## src/rtl/mcycle_pkg.sv

```systemverilog
// Shared definitions for the multi-cycle multiply/divide sequencer:
// op encodings, ALU control codes, FSM states and datapath commands.
package mcycle_pkg;

    localparam logic [1:0] MCYC_MULU = 2'b00;
    localparam logic [1:0] MCYC_MUL  = 2'b01;
    localparam logic [1:0] MCYC_DIVU = 2'b10;
    localparam logic [1:0] MCYC_DIV  = 2'b11;

    localparam logic [3:0] ALUC_ADD = 4'b0000;
    localparam logic [3:0] ALUC_SUB = 4'b0001;
    localparam logic [3:0] ALUC_XOR = 4'b1000;

    localparam int ITER_LAST = 31;

    typedef enum logic [2:0] {
        S_IDLE,
        S_PRE_A,
        S_PRE_B,
        S_COMPUTE,
        S_POST_1,
        S_POST_2,
        S_POST_3,
        S_DONE
    } state_t;

    // What the step datapath does with the shared ALU this cycle.
    typedef enum logic [2:0] {
        DP_HOLD,
        DP_LOAD,
        DP_STEP,
        DP_NEG_LO,
        DP_NEG_M,
        DP_NEG_HI,
        DP_INV_HI,
        DP_INC_HI
    } dp_cmd_t;

    function automatic logic op_is_div(input logic [1:0] op);
        return (op == MCYC_DIVU) || (op == MCYC_DIV);
    endfunction

    function automatic logic op_is_signed(input logic [1:0] op);
        return (op == MCYC_MUL) || (op == MCYC_DIV);
    endfunction

endpackage

```

## src/rtl/mcycle_step_dp.sv

```systemverilog
// Working registers (hi/rem, lo/quo, operand m, negate carry z) and the
// per-command ALU operand selection and register update muxing.
module mcycle_step_dp
    import mcycle_pkg::*;
#(
    parameter int XLEN = 32
) (
    input  logic            clk,
    input  logic            reset,
    input  dp_cmd_t         cmd,
    input  logic            we,
    input  logic            is_div,
    input  logic [XLEN-1:0] load_lo,
    input  logic [XLEN-1:0] load_m,
    input  logic [XLEN-1:0] alu_result,
    input  logic            alu_eq,
    input  logic            alu_ltu,
    output logic [XLEN-1:0] alu_a,
    output logic [XLEN-1:0] alu_b,
    output logic [XLEN-1:0] hi_d,
    output logic [XLEN-1:0] lo_d,
    output logic            lo_msb,
    output logic            m_msb,
    output logic            m_zero
);
    logic [XLEN-1:0] hi_q, lo_q, m_q, m_d, sh;
    logic            z_q, z_d, qbit;

    assign sh     = {hi_q[XLEN-2:0], lo_q[XLEN-1]};
    assign lo_msb = lo_q[XLEN-1];
    assign m_msb  = m_q[XLEN-1];
    assign m_zero = (m_q == '0);

    always_comb begin
        // NOTE: every output of this block gets a default first, so no path leaves one unassigned and no latch is inferred.
        hi_d  = hi_q;
        lo_d  = lo_q;
        m_d   = m_q;
        z_d   = z_q;
        alu_a = '0;
        alu_b = '0;
        qbit  = 1'b0;
        unique case (cmd)
            DP_LOAD: begin
                hi_d = '0;
                lo_d = load_lo;
                m_d  = load_m;
            end
            DP_STEP: begin
                if (is_div) begin
                    // Subtract succeeds when the shifted-out top bit is set or no borrow occurred.
                    alu_a = sh;
                    alu_b = m_q;
                    qbit  = hi_q[XLEN-1] | ~alu_ltu;
                    hi_d  = qbit ? alu_result : sh;
                    lo_d  = {lo_q[XLEN-2:0], qbit};
                end else begin
                    alu_a        = hi_q;
                    alu_b        = lo_q[0] ? m_q : '0;
                    {hi_d, lo_d} = {~alu_ltu, alu_result, lo_q[XLEN-1:1]};
                end
            end
            DP_NEG_LO: begin
                alu_b = lo_q;
                lo_d  = alu_result;
                z_d   = alu_eq;
            end
            DP_NEG_M: begin
                alu_b = m_q;
                m_d   = alu_result;
            end
            DP_NEG_HI: begin
                alu_b = hi_q;
                hi_d  = alu_result;
            end
            DP_INV_HI: begin
                alu_a = hi_q;
                alu_b = '1;
                hi_d  = alu_result;
            end
            DP_INC_HI: begin
                alu_a = hi_q;
                alu_b = {{(XLEN-1){1'b0}}, z_q};
                hi_d  = alu_result;
            end
            default: ;
        endcase
        if (!we) begin
            hi_d = hi_q;
            lo_d = lo_q;
            m_d  = m_q;
            z_d  = z_q;
        end
    end

    always_ff @(posedge clk) begin
        // NOTE: registers take non-blocking assignments so every flop samples pre-edge values.
        if (reset) begin
            hi_q <= '0;
            lo_q <= '0;
            m_q  <= '0;
            z_q  <= 1'b0;
        end else begin
            hi_q <= hi_d;
            lo_q <= lo_d;
            m_q  <= m_d;
            z_q  <= z_d;
        end
    end

endmodule

```

## src/rtl/mcycle_alu_seq.sv

```systemverilog
// Multi-cycle multiply/divide sequencer driving the core's shared ALU.
// Define MCYCLE_SIGNED_EN to add signed MUL/DIV via pre/post sign fix-up states.
module mcycle_alu_seq
    import mcycle_pkg::*;
#(
    parameter int XLEN  = 32,
    parameter int CNT_W = 5
) (
    input  logic            CLK,
    input  logic            RESET,
    input  logic            Start,
    input  logic [1:0]      MCycleOp,
    input  logic [XLEN-1:0] Operand1,
    input  logic [XLEN-1:0] Operand2,
    output logic [XLEN-1:0] Result1,
    output logic [XLEN-1:0] Result2,
    output logic            Busy,
    output logic            Done,
    output logic            AluOwn,
    output logic [XLEN-1:0] AluSrcA,
    output logic [XLEN-1:0] AluSrcB,
    output logic [3:0]      AluControl,
    input  logic [XLEN-1:0] AluResult,
    input  logic [2:0]      AluFlags
);
    state_t           state_q, state_d;
    logic [CNT_W-1:0] cnt_q;
    logic             div_q, accept, finish, load_div;
    dp_cmd_t          dp_cmd;
    logic             dp_we;
    logic [XLEN-1:0]  hi_d, lo_d;
    logic             lo_msb, m_msb, m_zero;
    logic             flags_unused;

    assign flags_unused = AluFlags[1];
    assign accept       = Start && (state_q == S_IDLE || state_q == S_DONE);
    assign load_div     = op_is_div(MCycleOp);

`ifdef MCYCLE_SIGNED_EN
    logic sgn_q, neg_q, rem_neg_q;
    localparam state_t FIRST_STATE = S_PRE_A;
`else
    logic status_unused;
    assign status_unused = lo_msb ^ m_msb ^ m_zero;
    localparam state_t FIRST_STATE = S_COMPUTE;
`endif

    always_ff @(posedge CLK) begin
        if (RESET) begin
            state_q   <= S_IDLE;
            cnt_q     <= '0;
            div_q     <= 1'b0;
            Result1   <= '0;
            Result2   <= '0;
`ifdef MCYCLE_SIGNED_EN
            sgn_q     <= 1'b0;
            neg_q     <= 1'b0;
            rem_neg_q <= 1'b0;
`endif
        end else begin
            state_q <= state_d;
            cnt_q   <= (state_q == S_COMPUTE) ? cnt_q + CNT_W'(1) : '0;
            if (accept) begin
                div_q     <= load_div;
`ifdef MCYCLE_SIGNED_EN
                sgn_q     <= op_is_signed(MCycleOp);
                neg_q     <= op_is_signed(MCycleOp) & (Operand1[XLEN-1] ^ Operand2[XLEN-1]);
                rem_neg_q <= op_is_signed(MCycleOp) & Operand1[XLEN-1];
`endif
            end
            // Capture the post-update values so results appear together with Done.
            if (finish) begin
                Result1 <= lo_d;
                Result2 <= hi_d;
            end
        end
    end

    always_comb begin
        state_d    = state_q;
        dp_cmd     = DP_HOLD;
        dp_we      = 1'b0;
        Busy       = 1'b0;
        AluControl = ALUC_ADD;
        finish     = 1'b0;
        unique case (state_q)
            S_IDLE, S_DONE: begin
                state_d = S_IDLE;
                if (accept) begin
                    state_d = FIRST_STATE;
                    dp_cmd  = DP_LOAD;
                    dp_we   = 1'b1;
                end
            end
            S_COMPUTE: begin
                Busy       = 1'b1;
                dp_cmd     = DP_STEP;
                dp_we      = 1'b1;
                AluControl = div_q ? ALUC_SUB : ALUC_ADD;
                if (cnt_q == CNT_W'(ITER_LAST)) begin
`ifdef MCYCLE_SIGNED_EN
                    state_d = S_POST_1;
`else
                    state_d = S_DONE;
                    finish  = 1'b1;
`endif
                end
            end
`ifdef MCYCLE_SIGNED_EN
            // Operands are still raw here, so their MSB is their sign.
            S_PRE_A: begin
                Busy       = 1'b1;
                AluControl = ALUC_SUB;
                dp_cmd     = DP_NEG_LO;
                dp_we      = sgn_q & lo_msb;
                state_d    = S_PRE_B;
            end
            S_PRE_B: begin
                Busy       = 1'b1;
                AluControl = ALUC_SUB;
                dp_cmd     = DP_NEG_M;
                dp_we      = sgn_q & m_msb;
                state_d    = S_COMPUTE;
            end
            S_POST_1: begin
                Busy       = 1'b1;
                AluControl = ALUC_SUB;
                dp_cmd     = DP_NEG_LO;
                dp_we      = neg_q & (~div_q | ~m_zero);
                state_d    = S_POST_2;
            end
            S_POST_2: begin
                Busy    = 1'b1;
                state_d = S_POST_3;
                if (div_q) begin
                    AluControl = ALUC_SUB;
                    dp_cmd     = DP_NEG_HI;
                    dp_we      = rem_neg_q;
                end else begin
                    AluControl = ALUC_XOR;
                    dp_cmd     = DP_INV_HI;
                    dp_we      = neg_q;
                end
            end
            S_POST_3: begin
                Busy    = 1'b1;
                finish  = 1'b1;
                state_d = S_DONE;
                if (!div_q) begin
                    dp_cmd = DP_INC_HI;
                    dp_we  = neg_q;
                end
            end
`endif
            default: state_d = S_IDLE;
        endcase
    end

    assign Done   = (state_q == S_DONE);
    assign AluOwn = Busy;

    mcycle_step_dp #(.XLEN(XLEN)) u_dp (
        .clk       (CLK),
        .reset     (RESET),
        .cmd       (dp_cmd),
        .we        (dp_we),
        .is_div    (div_q),
        .load_lo   (load_div ? Operand1 : Operand2),
        .load_m    (load_div ? Operand2 : Operand1),
        .alu_result(AluResult),
        .alu_eq    (AluFlags[2]),
        .alu_ltu   (AluFlags[0]),
        .alu_a     (AluSrcA),
        .alu_b     (AluSrcB),
        .hi_d      (hi_d),
        .lo_d      (lo_d),
        .lo_msb    (lo_msb),
        .m_msb     (m_msb),
        .m_zero    (m_zero)
    );

endmodule

```

## config.mk

```make
export PLATFORM = sky130hd
export DESIGN_NAME = mcycle_alu_seq
export DESIGN_NICKNAME = d
export VERILOG_FILES = /design/src/rtl/mcycle_pkg.sv /design/src/rtl/mcycle_step_dp.sv /design/src/rtl/mcycle_alu_seq.sv
export SDC_FILE = /design/constraint.sdc
export NUM_CORES = 1
export LEC_CHECK = 0
export ABC_AREA = 1
export ABC_CLOCK_PERIOD_IN_PS = 5820
export BUFFER_PORTS_ARGS = -buffer_cell sky130_fd_sc_hd__buf_4
export CORE_AREA = 10 10 149 151
export CTS_CLUSTER_SIZE = 25
export DETAILED_ROUTE_END_ITERATION = 8
export DIE_AREA = 0 0 159 161
export PLACE_DENSITY_LB_ADDON = 0.15
export SLEW_MARGIN = 5
export SYNTH_ARGS = -nofsm -noshare
export SYNTH_HDL_FRONTEND = slang
export SYNTH_HIERARCHICAL = 1
export SYNTH_SLANG_ARGS = --single-unit
```

## constraint.sdc

```tcl
create_clock -name CLK -period 5.82 [get_ports CLK]
set_input_delay 0.291 -clock CLK [delete_from_list [all_inputs] [get_ports CLK]]
set_output_delay 0.291 -clock CLK [all_outputs]
set_load 0.02 [all_outputs]
```

=== After elaboration in Yosys (flattened, before gate mapping) ===
Index checks and enable logic that the tools add are counted.

* Register bits: 170
* Latch bits: 0
* RAM bits: 0
* ROM bits: 0
* Input port bits: 104
* Output and inout port bits: 135
* Word-level logic and storage cells: 64
* Memories kept: 0

* Add/subtract/negate cells: 1
* $mul: 0
* Divide/modulo/power cells: 0
* $lt $le $gt $ge: 0
* Equal/unequal tests: 13
* Shift operators: 0
* Multiplexer cells: 27
* Bitwise logic cells: 3
* Reduce and logical (&&, ||, !) cells: 11

{| class="wikitable"
|+ Operators by type and width
! kind !! count
|-
| 32-bit 2-to-1 mux || 10
|-
| 32-bit case mux with 3 select lines || 2
|-
| 32-bit case mux with 6 select lines || 1
|-
| 32-bit case mux with 2 select lines || 2
|-
| 2-bit by 3-bit equality test with 1-bit output, second input constant || 4
|-
| 2-bit equality test, second input constant || 4
|-
| 1-bit 2-to-1 mux || 7
|-
| 3-bit case mux with 2 select lines || 1
|-
| 2-bit OR reduction || 3
|-
| 5-bit by 1-bit adder with 5-bit output, second input constant || 1
|-
| 5-bit equality test, second input constant || 1
|-
| 2-bit case mux with 2 select lines || 1
|-
| 2-bit AND reduction || 2
|-
| 3-bit by 2-bit equality test with 1-bit output, second input constant || 1
|-
| 3-bit equality test, second input constant || 1
|-
| 3-bit zero test || 1
|-
| 3-bit 2-to-1 mux || 1
|-
| 3-bit OR reduction || 1
|-
| 2-bit by 1-bit equality test with 1-bit output, second input constant || 1
|-
| 1-bit logical OR || 2
|-
| 2-bit 2-to-1 mux || 1
|-
| 2-bit by 1-bit != test with 1-bit output, second input constant || 1
|-
| 1-bit inverter || 2
|-
| 1-bit case mux with 2 select lines || 1
|-
| 3 further kinds || 3
|}

=== Longest topological paths before layout ===
Gate-level depths: netlist of run 1.

* Word-level depth: 9
* Gate-level depth with buffers: 17
* Depth with buffers taken out: 15

=== Hierarchy ===
The synthesis of run 1 kept the hierarchy.

{| class="wikitable"
|+ Modules (own cells, without submodules)
! module !! instances !! cells an instance !! area each (µm²)
|-
| mcycle_step_dp || 1 || 1525 || 7817.5
|-
| mcycle_alu_seq || 1 || 510 || 3463.3
|}

=== Least setup slack after synthesis of run 1 ===
OpenSTA, ideal clock, no wires.

* Path kind: register to output
* Start: register state_q[1]
* End: output port AluSrcA[21]
* Data arrival time: 1991 ps
* Path slack: 3538 ps
* Cell stages (with the launch flop): 12
* Buffers on the path: 2
* Path through: dfxtp_1 inv_1 ha_1 nand2_1 nor2_1 buf_4 inv_2 nand2_1 nor2_2 nand2_1 buf_1 o22ai_1

* Cells in the longest elaborated chain, start to end: 8

{| class="wikitable"
|+ RTL lines
! element !! line !! RTL
|-
| start: declaration || mcycle_alu_seq.sv:26 || <nowiki>state_t state_q, state_d;</nowiki>
|-
| start signal: assignment || mcycle_alu_seq.sv:61 || <nowiki>state_q <= state_d;</nowiki>
|-
| 3-bit equality test or 3-bit zero test (tied branches) || mcycle_alu_seq.sv:36, mcycle_alu_seq.sv:86 ||
|-
| 1-bit logical OR || mcycle_alu_seq.sv:36 || <nowiki>assign accept = Start && (state_q == S_IDLE || state_q == S_DONE);</nowiki>
|-
| 1-bit logical AND || mcycle_alu_seq.sv:36 ||
|-
| 1-bit 2-to-1 mux || mcycle_alu_seq.sv:89 || <nowiki>if (accept) begin</nowiki>
|-
| 2-bit case mux with 2 select lines * || mcycle_alu_seq.sv:86 || <nowiki>unique case (state_q)</nowiki>
|-
| named net dp_cmd[0] || mcycle_alu_seq.sv:29 || <nowiki>dp_cmd_t dp_cmd;</nowiki>
|-
| 2-bit by 3-bit equality test with 1-bit output || mcycle_step_dp.sv:43 || <nowiki>unique case (cmd)</nowiki>
|-
| 2-bit OR reduction (no line) || -- ||
|-
| 32-bit case mux with 2 select lines * || mcycle_step_dp.sv:43 ||
|-
| end: declaration || mcycle_alu_seq.sv:20 || <nowiki>output logic [XLEN-1:0] AluSrcA,</nowiki>
|}

Mark *: on every way through the listed nets, which the timed path passes. The rest lies on a longest branch.

=== Worst setup path in the final report of run 1 ===
* Start: register state_q[1]
* End: output port AluSrcB[9]

* Cells in the longest elaborated chain, start to end: 7

{| class="wikitable"
|+ RTL lines
! element !! line !! RTL
|-
| 3-bit equality test or 3-bit zero test (tied branches) || mcycle_alu_seq.sv:36, mcycle_alu_seq.sv:86 ||
|-
| 1-bit logical OR || mcycle_alu_seq.sv:36 ||
|-
| 1-bit logical AND || mcycle_alu_seq.sv:36 ||
|-
| 1-bit 2-to-1 mux || mcycle_alu_seq.sv:89 ||
|-
| 2-bit case mux with 2 select lines * || mcycle_alu_seq.sv:86 ||
|-
| named net dp_cmd[0] || mcycle_alu_seq.sv:29 ||
|-
| 2-bit by 3-bit equality test with 1-bit output or 2-bit equality test (tied branches) || mcycle_step_dp.sv:43 ||
|-
| 32-bit case mux with 6 select lines * || mcycle_step_dp.sv:43 ||
|-
| end: declaration || mcycle_alu_seq.sv:21 || <nowiki>output logic [XLEN-1:0] AluSrcB,</nowiki>
|}

Marks and branches as above.

==> results of run 1 <==
## worst max-delay path, stage by stage, from the launching register on
cell and delay, ps:
dfxtp_1 390, inv_1 80, ha_1 300, nand2_1 80, nor2_1 530, nand3_2 340
buf_4 350, inv_2 600, nand2_1 210, nand4_1 190, buf_4 160
## flip-flops by register name (all words and copies together), names as in the netlist
register,flops
div_q,1
state_q,2
u_dp/m_q,32
Result2,32
u_dp/hi_q,32
Result1,32
u_dp/z_q,1
cnt_q,5
u_dp/lo_q,32
## per-stage QoR
| step | instance area (µm²) | utilization [%] | total power [µW] |
|---|---|---|---|
| 2_1_floorplan | 11200 | - | 3760 |
| 3_3_place_gp | 12700 | 66.0 | 4560 |
| 3_5_place_dp | 12700 | 66.0 | 4600 |
| 4_1_cts | 13200 | 69.0 | 5740 |
| 5_1_grt | 13200 | 69.0 | 6280 |
| 6_report | 13200 | 69.0 | 5860 |
## placed cells by master, fill, tap and decap left out, types with 34 or more instances in the layout
master   count
nand4_1     34
a21oi_1     68
nand2_1    527
o21ai_1     81
o21ai_0     83
nand3_1     76
buf_4      245
dfxtp_1    168
inv_1      238
nor2_1     540
## power groups by stage
| stage | logic [µW] | clock network (µW) | registers [µW] |
|---|---|---|---|
| CTS | 2910 | 1140 | 1680 |
| detailed placement | 2900 | 0 | 1700 |
| floorplan | 2150 | 0 | 1610 |
| global placement | 2860 | 0 | 1700 |
| finish | 3040 | 1130 | 1690 |
| global route | 3370 | 1190 | 1720 |
## final cells by class
cell class,instances,area share (%)
clock inverter,14,1.02
timing repair buffer,245,13.9
sequential,169,25.6
clock buffer,18,3.31
multi-input combinational,1471,46.8
tap,265,2.50
antenna,1,0.0189
inverter,243,6.90
## how the worst max path moves through the flow
stage | start | to | slack, ps | depth (start not counted)
3_3_place_gp | state_q[1] | u_dp/m_q[5] | 2320 | 9
4_1_cts | state_q[1] | AluSrcB[9] | 1930 | 10
5_1_grt | state_q[1] | AluSrcB[9] | 1620 | 10
6_report | state_q[1] | AluSrcB[9] | 1870 | 10
3_5_place_dp | state_q[1] | u_dp/m_q[1] | 2240 | 9
2_1_floorplan | state_q[1] | AluSrcA[21] | 3540 | 11
## layer usage
| layer | up-vias | GRT usage [%] | share of wire [%] |
|---|---|---|---|
| met5 | - | 0 | 0 |
| met1 | 5882 | 34.6 | 37 |
| met3 | 158 | 5.87 | 9.1 |
| met4 | 0 | 19.4 | 7.1 |
| li1 | 6421 | - | - |
| met2 | 703 | 51.1 | 47 |
==> results.md, run 1 <==
- Mapped Cells: 2012
- Height of the die: 161 µm
- RSZ-0062 raised after global routing: false
- Mapped Area: 0.0112 mm²
- Layout cell share with drive strength beyond 1: 13.8%
- Setup TNS: 0 ps
- Setup crit end kind: primary output
- Die Footprint: 0.0256 mm²
- Hold endpoint: div_q
- Tot GR Track Use: 30.3%
- R2r setup slk: 2180 ps
- Final cell count without fillers: 2426
- Area of the multi-input gates: 0.00620 mm²
- First-pass GRT wire length: 63600 µm
- R2R Path Start: state_q[1]
- NumNets Final: 2257
- Slew margin rel.: -47.7%
- Flop pwr share: 28.9%
- Clock Tree Root: clkbuf_16
- Switch Pwr: 2880 µW
- Worst r2r dst: u_dp/m_q[1]
- Min Hold Slack: 168 ps
- Worst Min Path Start: Start
- Status: finished with violations
- Logic pwr share: 51.9%
- Maximum VDD drop: 0.000258 V
- Largest net degree at the start of global routing: 130
- Max_cap viols: 0
- Max-slew violation count: 33
- Worst-margin pin slew: 2200 ps
- ANT nets after route: 0
- Routed WL: 40900 µm
- CP Data Required Time: 5530 ps
- GRT overflow: 0
- Residual DRC: 0
- Depth of the most critical reg-to-reg path: 9
- Reg area: 0.00339 mm²
- Worst Hold Class: input pin to register
- GPL Wtd Cong: 0.948
- Failing checks: max-slew violations
- CP max FO: 35
- Worst setup margin: 1870 ps
- Initial antenna violation count: 0
- Final Hold Fails: 0
- CTS tree: built
- Count of cells resized by post-cts repair: 0
- Clock buffer depth: 2
- Hold Path Depth: 3
- Pleak: 0.00691 µW
- Sw Share: 49.1%
- Core Rows: 51
- Cts hold-fix bufs: 0
- Pre-CTS setup slack: 2240 ps
- First DRT Iteration DRCs: 1274
- Crit path launch type: register
- Area growth syn-to-layout: 18.5%
- H-tree Lvls: 4
- IO Pins: 239
- Internal: 2980 µW
- Later-pin clock latency in the skew report: 440 ps
- Syn Area/Cell: 5.56 µm²
- Crit path arrival time: 3660 ps
- Setup Fix Bufs, Post-CTS: 0
- CTS sink cnt: 169
- Vias in the first global route: 12200
- Core area: 0.0192 mm²
- Inserted Clock Buffers: 17
- Tmin final: 3950 ps
- Clk_skew: 12.0 ps
- Port bufs: 233
- Via density per instance: 5.43
- Die Width: 159 µm
- Placed insts: 2393
- Layout fillers: 1911
- Drt wl/cell: 16.9 µm
- Crit path kind: register to primary output
- DR vias: 13200
- Power share of the clock group: 19.2%
- HPWL Detailed: 28500 µm
- Pwr Density: 442 mW/mm²
- Final Cycle Share: 67.9%
- Fmax: 0.253 GHz
- Clk pin slew, worst setup/hold paths: 70 ps
- Initial Utilization: 58.2%
- Synthesis warning total: 6
- Setup violators final: 0
- 1st-pass router iterations: 6
Note: power is estimated with default switching activity, not from simulation.
==> run 2: changes to the inputs <==
ABC_CLOCK_PERIOD_IN_PS = 3200   (was 5820)
CORE_AREA = 10 10 160 162   (was 10 10 149 151)
DIE_AREA = 0 0 170 172   (was 0 0 159 161)
clock period = 3.2 ns   (was 5.82 ns; I/O delays follow)
==> run 2 against run 1 <==
Net effect:
- the flow still finishes with violations (max-slew violations)
- core utilization decreased by 8.6 points
- clock-buffer cell count increased by 2
- first-iteration DRC count decreased by 14%
- non-clock buffer count increased by 16
- sequential share of layout area decreased by 0.48 points
- combinational power increased by 86%
- design area increased by 1.9%
- worst setup slack got worse by 1700 ps
- register-to-register slack got worse by 1800 ps
- via count decreased by 1.5%
- wire length increased by 1.5%
- critical endpoint is now AluSrcA[3]
- highest routed layer unchanged
==> results.md, run 2 (synthesis gave the netlist of run 1 again) <==
- Status: finished with violations
- Failing checks: max-slew violations
- H-tree Lvls: 4 (unchanged)
- Largest net degree at the start of global routing: 93 (-28%)
- Crit path arrival time: 2870 ps (-790 ps)
- CP Data Required Time: 3040 ps (-2490 ps)
- Tmin final: 3030 ps
- First-pass GRT wire length: 64900 µm (+2.0%)
- Placed insts: 2428 (+1.5%)
- Residual DRC: 0 (unchanged)
- Final Power: 10900 µW (+86%)
- Initial Utilization: 50.0% (-8.2 points)
- Core area: 0.0224 mm² (+16%)
- Via density per instance: 5.27 (-2.9%)
- HPWL Detailed: 30100 µm (+5.4%)
- Core Rows: 55 (+7.8%)
- Setup violators final: 0 (unchanged)
- Most common cell after layout, fill and taps aside: nor2_1
- Clk_skew: 12.1 ps (+0.112 ps)
- Maximum VDD drop: 0.000444 V (+72%)
- CP bufs+invs: 5 (+1)
- Final cell count without fillers: 2461 (+1.4%)
- Reg area: 0.00339 mm² (unchanged)
- Die Width: 170 µm (+6.9%)
- Clk pin slew, worst setup/hold paths: 60 ps (about the same)
- ANT nets after route: 0 (unchanged)
- Tot GR Track Use: 28.0% (-2.3 points)
- Commonest non-fill, non-tap cells in the layout: 540 x nor2_1, 526 x nand2_1, 255 x buf_4
- GRT overflow: 0 (unchanged)
- Clock Tree Root: clkbuf_16
- Later-pin clock latency in the skew report: 440 ps (about the same)
- DR vias: 13000 (-1.5%)
- Max_cap viols: 0 (unchanged)
- Setup crit end kind: primary output
- Worst path max stage delay: 390 ps (-210 ps)
- Setup TNS: 0 ps (unchanged)
- Slew margin rel.: -37.2% (+11 points)
- Crit-path cells: inv_1 -> ha_1 -> nand2_1 -> nor2_1 -> buf_4 -> inv_2 -> nand2_1 -> nor2_4 -> nand2_2 -> buf_6 -> o22ai_1 -> buf_4
- Layout fillers: 2335 (+22%)
- Height of the die: 172 µm (+6.8%)
- First DRT Iteration DRCs: 1093 (-14%)
- 1st-pass router iterations: 6 (unchanged)
- Worst-margin pin slew: 2050 ps (-157 ps)
- Crit-path slowest cell: dfxtp_1
- Max-slew violation count: 33 (unchanged)
- Worst Hold Class: input pin to register
- Vias in the first global route: 12300 (+0.98%)
- Crit path kind: register to primary output
- Inserted Clock Buffers: 17 (unchanged)
- Die Footprint: 0.0292 mm² (+14%)
- Final Cycle Share: 94.6%
- Clock buffer depth: 2 (unchanged)
- CTS tree: built
- Fmax: 0.330 GHz
- Layout cell share with drive strength beyond 1: 14.3% (+0.59 points)
- Area of the multi-input gates: 0.00621 mm² (+0.24%)
- Crit-path leading delay family: buffers and inverters
- Area growth syn-to-layout: 20.8%
- NumNets Final: 2273 (+0.71%)
- Initial antenna violation count: 0 (unchanged)
- GPL Wtd Cong: 0.937 (-1.1%)
- Pleak: 0.00701 µW (+1.4%)
- CP max FO: 23 (-34%)
- Pwr Density: 805 mW/mm² (+82%)
- Final Hold Fails: 0 (unchanged)
- R2r setup slk: 420 ps (-1760 ps)
- IO Pins: 239 (unchanged)
- Drt wl/cell: 16.9 µm (about the same)
- Ant diodes: 0 (-1)
- CTS sink cnt: 169 (unchanged)
- Port bufs: 233 (unchanged)
- RSZ-0062 raised after global routing: false
- Min Hold Slack: 36.4 ps (-132 ps)
- Routed WL: 41500 µm (+1.5%)
- Crit path launch type: register
-- run 2: cell count changes in the layout (fill, tap and decap cells not counted), sizes merged --
cell	change
buf	+15
inv	-13
clkinv	+4
clkinvlp	+4
bufinv	+3
clkbuf	+2
diode	-1
dlygate4sd3	+1
-- run 2: path summary, 6_finish.rpt --
check | start | endpoint | cells after the start
hold reg to reg | cnt_q[0] | cnt_q[0] | 1
setup reg to reg | state_q[1] | Result2[5] | 15
setup / recovery | state_q[1] | AluSrcA[3] | 12
hold / removal | AluFlags[2] | u_dp/z_q | 3
-- run 2: final cells by class --
type	count	share of cell area, %
multi-input cells	1471	46.0
clock inverters	12	1.23
well taps	285	2.64
inverters	243	6.77
clock buffers	20	3.31
flip-flops and latches	169	25.1
repair buffers	261	14.9
-- run 2: repair_timing --
item | CTS | global route
hold endpoints to repair | 1 | 0
resized for setup | 0 | 6
hold buffers | 1 | 0
buffers inserted | 0 | 0
setup endpoints to repair | 0 | 26
-- run 2: worst min-delay path, stage by stage --
cell     delay (ps)
buf_4           120
nand3_1          70
a21oi_1          60
-- run 2: power by group --
part	internal, µW	switching [µW]
logic	1800	3840
clock network	1260	927
registers	2640	396
-- run 2: per-layer routing --
metal / part of all wire, % / wire (µm) / global-route usage, % / up-vias
met1: 39 / 16100 / 32.3 / 5857
met3: 7.7 / 3200 / 4.81 / 113
met4: 5.8 / 2420 / 16.5 / 0
met5: 0 / 0 / 0 / -
li1: - / - / - / 6459
met2: 48 / 19900 / 47.9 / 541
-- run 2: metrics by stage --
stage | util, % | worst slack (ps) | cell area, µm²
floorplan | - | 969 | 11200
global placement | 57.5 | 496 | 12900
detailed placement | 57.5 | 467 | 12900
CTS | 60.3 | 11.5 | 13500
global route | 60.4 | 2.12 | 13500
finish | 60.4 | 173 | 13500
==> run 3: changes to the inputs <==
CORE_AREA = 10 10 124 210   (was 10 10 160 162)
DIE_AREA = 0 0 134 220   (was 0 0 170 172)
==> run 3 against run 2 <==
Net effect:
- the flow still finishes with violations (max-slew violations)
- register-to-register slack improved by 230 ps
- wire length is 0.25% lower
- sequential power hardly changed
- clock skew down 4.2 ps
- sequential share of layout area decreased by 0.10 points
- hold slack improved by 92 ps
- critical path depth decreased by 1
- worst setup slack gained 59 ps
- cell count increased by 0.65%
- total power rose by 0.72%
- first-iteration DRC count up 9.3%
- non-clock buffer count is 1 higher
- critical path type unchanged
- critical endpoint is now AluSrcB[31]
- largest cell class unchanged
- largest power group unchanged
==> results.md, run 3 (synthesis gave the netlist of run 1 again) <==
- Slew margin rel.: -46.5% (-9.4 points)
- GRT overflow: 0 (unchanged)
- Max_cap viols: 0 (unchanged)
- R2r setup slk: 650 ps (+230 ps)
- CP Data Required Time: 3040 ps (about the same)
- Clock Tree Root: clkbuf_16
- Final cell count without fillers: 2477 (+0.65%)
- Final Hold Fails: 0 (unchanged)
- Die Width: 134 µm (-21%)
- Layout cell share with drive strength beyond 1: 14.3% (-0.053 points)
- First-pass GRT wire length: 64300 µm (-0.90%)
- Area post-placement: 0.0129 mm² (+0.15%)
- CP endpoint: AluSrcB[31]
- RSZ-0062 raised after global routing: false
- Clk pin slew, worst setup/hold paths: 70 ps (about the same)
- Setup crit end kind: primary output
- WL met2: 19900 µm (+0.22%)
- Tot GR Track Use: 27.4% (-0.60 points)
- Hold Path Depth: 5 (+2)
- GPL Wtd Cong: 0.921 (-1.7%)
- Vias in the first global route: 11900 (-3.6%)
- Maximum VDD drop: 0.000585 V (+32%)
- CP max FO: 32 (+39%)
- H-tree Lvls: 4 (unchanged)
- Flop pwr share: 28.0% (about the same)
- Clock buffer depth: 2 (unchanged)
- Depth of the most critical reg-to-reg path: 10 (-5)
- Layout fillers: 2330 (-0.21%)
- Logic pwr share: 50.8% (-1.1 points)
- DR vias: 12700 (-1.9%)
- Top routing layer in use: met4
- Residual DRC: 0 (unchanged)
- Area growth syn-to-layout: 21.3%
- NumNets Final: 2274 (+0.044%)
- M1 WL: 17200 µm (+7.3%)
- Drt wl/cell: 16.7 µm (-0.89%)
- Clk_skew: 7.88 ps (-4.23 ps)
- Sw Share: 46.4% (-1.1 points)
- Setup violators final: 0 (unchanged)
- Finished Cell Area: 0.0136 mm² (+0.40%)
- Routed WL: 41400 µm (-0.25%)
- Crit path launch type: register
- Reg area: 0.00339 mm² (unchanged)
- Status: finished with violations
- Setup TNS: 0 ps (unchanged)
- Max-slew violation count: 33 (unchanged)
- Via density per instance: 5.14 (-2.5%)
- Inserted Clock Buffers: 17 (unchanged)
- Final Cycle Share: 92.8% (-1.8 points)
- Setup crit start: state_q[1]
- Internal: 5860 µW (+2.8%)
- Commonest non-fill, non-tap cells in the layout: 540 x nor2_1, 527 x nand2_1, 255 x buf_4
- Ant diodes: 0 (unchanged)
- ANT nets after route: 0 (unchanged)
- Height of the die: 220 µm (+28%)
- Core Rows: 73 (+33%)
- CTS tree: built
- Later-pin clock latency in the skew report: 450 ps (about the same)
- Worst-margin pin slew: 2190 ps (+140 ps)
- Pre-CTS setup slack: 692 ps (+224 ps)
- Pwr Density: 808 mW/mm² (+0.32%)
- Most common cell after layout, fill and taps aside: nor2_1
- HPWL Detailed: 29500 µm (-1.9%)
- Switch Pwr: 5080 µW (-1.6%)
- Power share of the clock group: 21.3% (+1.2 points)
- Die Footprint: 0.0295 mm² (+0.82%)
- CTS sink cnt: 169 (unchanged)
- Placed insts: 2443 (+0.62%)
- First DRT Iteration DRCs: 1195 (+9.3%)
- Initial antenna violation count: 0 (unchanged)
- Final Core Density: 60.1% (-0.28 points)
- Port bufs: 233 (unchanged)
- 1st-pass router iterations: 6 (unchanged)
- Largest net degree at the start of global routing: 72 (-23%)
- Crit path arrival time: 2810 ps (-60 ps)
- Worst r2r dst: u_dp/m_q[8]
- Crit path kind: register to primary output
- Core area: 0.0226 mm² (+0.87%)
- Pleak: 0.00704 µW (+0.47%)
- Initial Utilization: 49.6% (-0.43 points)
- Fmax: 0.337 GHz (+2.0%)
- Worst setup margin: 231 ps (+58.6 ps)
- Routed length on met3: 3120 µm (-2.5%)
- Worst Hold Class: input pin to register
- Area of the multi-input gates: 0.00620 mm² (-0.24%)
- Tmin final: 2970 ps (-58.6 ps)
- IO Pins: 239 (unchanged)
- Failing checks: max-slew violations
- R2R Path Start: state_q[1]
## run 3: cell types whose count changed in the layout (fill, tap and decap cells not counted), sizes merged
cell         previous run  this run
clkinvlp                4         0
dlygate4sd3             1         2
inv                   243       241
bufinv                  3         5
clkinv                  5         9
## run 3: cell type report
type                            instances  area share (%)
Clock buffer                           20            3.37
Clock inverter                         12            1.45
Inverter                              243            6.75
Multi-Input combinational cell       1471            45.7
Sequential cell                       169            25.0
Tap cell                              300            2.77
Timing Repair Buffer                  262            14.9
## run 3: worst min path at each step
stage	from	endpoint	slack, ps
finish	AluResult[3]	u_dp/lo_q[3]	130
detailed placement	Start	div_q	460
global route	AluResult[3]	u_dp/lo_q[3]	200
floorplan	RESET	div_q	230
CTS	AluResult[3]	u_dp/lo_q[3]	120
global placement	cnt_q[0]	cnt_q[0]	450
## run 3: repair_timing
item	in CTS	in global routing
setup buffers	0	0
endpoints found under the hold margin	2	0
endpoints found under the setup margin	0	1
gates resized for setup	0	1
hold buffers	2	0
## run 3: routing by layer
layer	track usage, %	vias to the layer above
met5	0	-
met4	11.1	0
met3	5.43	48
met2	46.1	478
met1	33.5	5759
li1	-	6444
## run 3: power by group through the flow
stage | Combinational [µW] | Clock [µW] | Sequential (µW)
2_1_floorplan | 3910 | 0 | 2920
3_3_place_gp | 5340 | 0 | 3080
5_1_grt | 6200 | 2430 | 3130
6_report | 5560 | 2330 | 3060
3_5_place_dp | 5370 | 0 | 3080
4_1_cts | 5400 | 2360 | 3040
## run 3: per-stage QoR
stage | hold WS, ps | power [µW]
6_report | 129 | 10900
5_1_grt | 204 | 11800
4_1_cts | 119 | 10800
3_5_place_dp | 460 | 8450
3_3_place_gp | 449 | 8420
2_1_floorplan | 229 | 6840
## run 3: critical path, stage by stage, from the launching register on
cell,delay [ps]
dfxtp_1,400
inv_1,80
ha_1,310
nand2_1,100
nor2_1,70
inv_2,110
nand3_2,290
o21ai_2,240
buf_6,290
nand2_1,90
nand4_1,180
buf_4,190
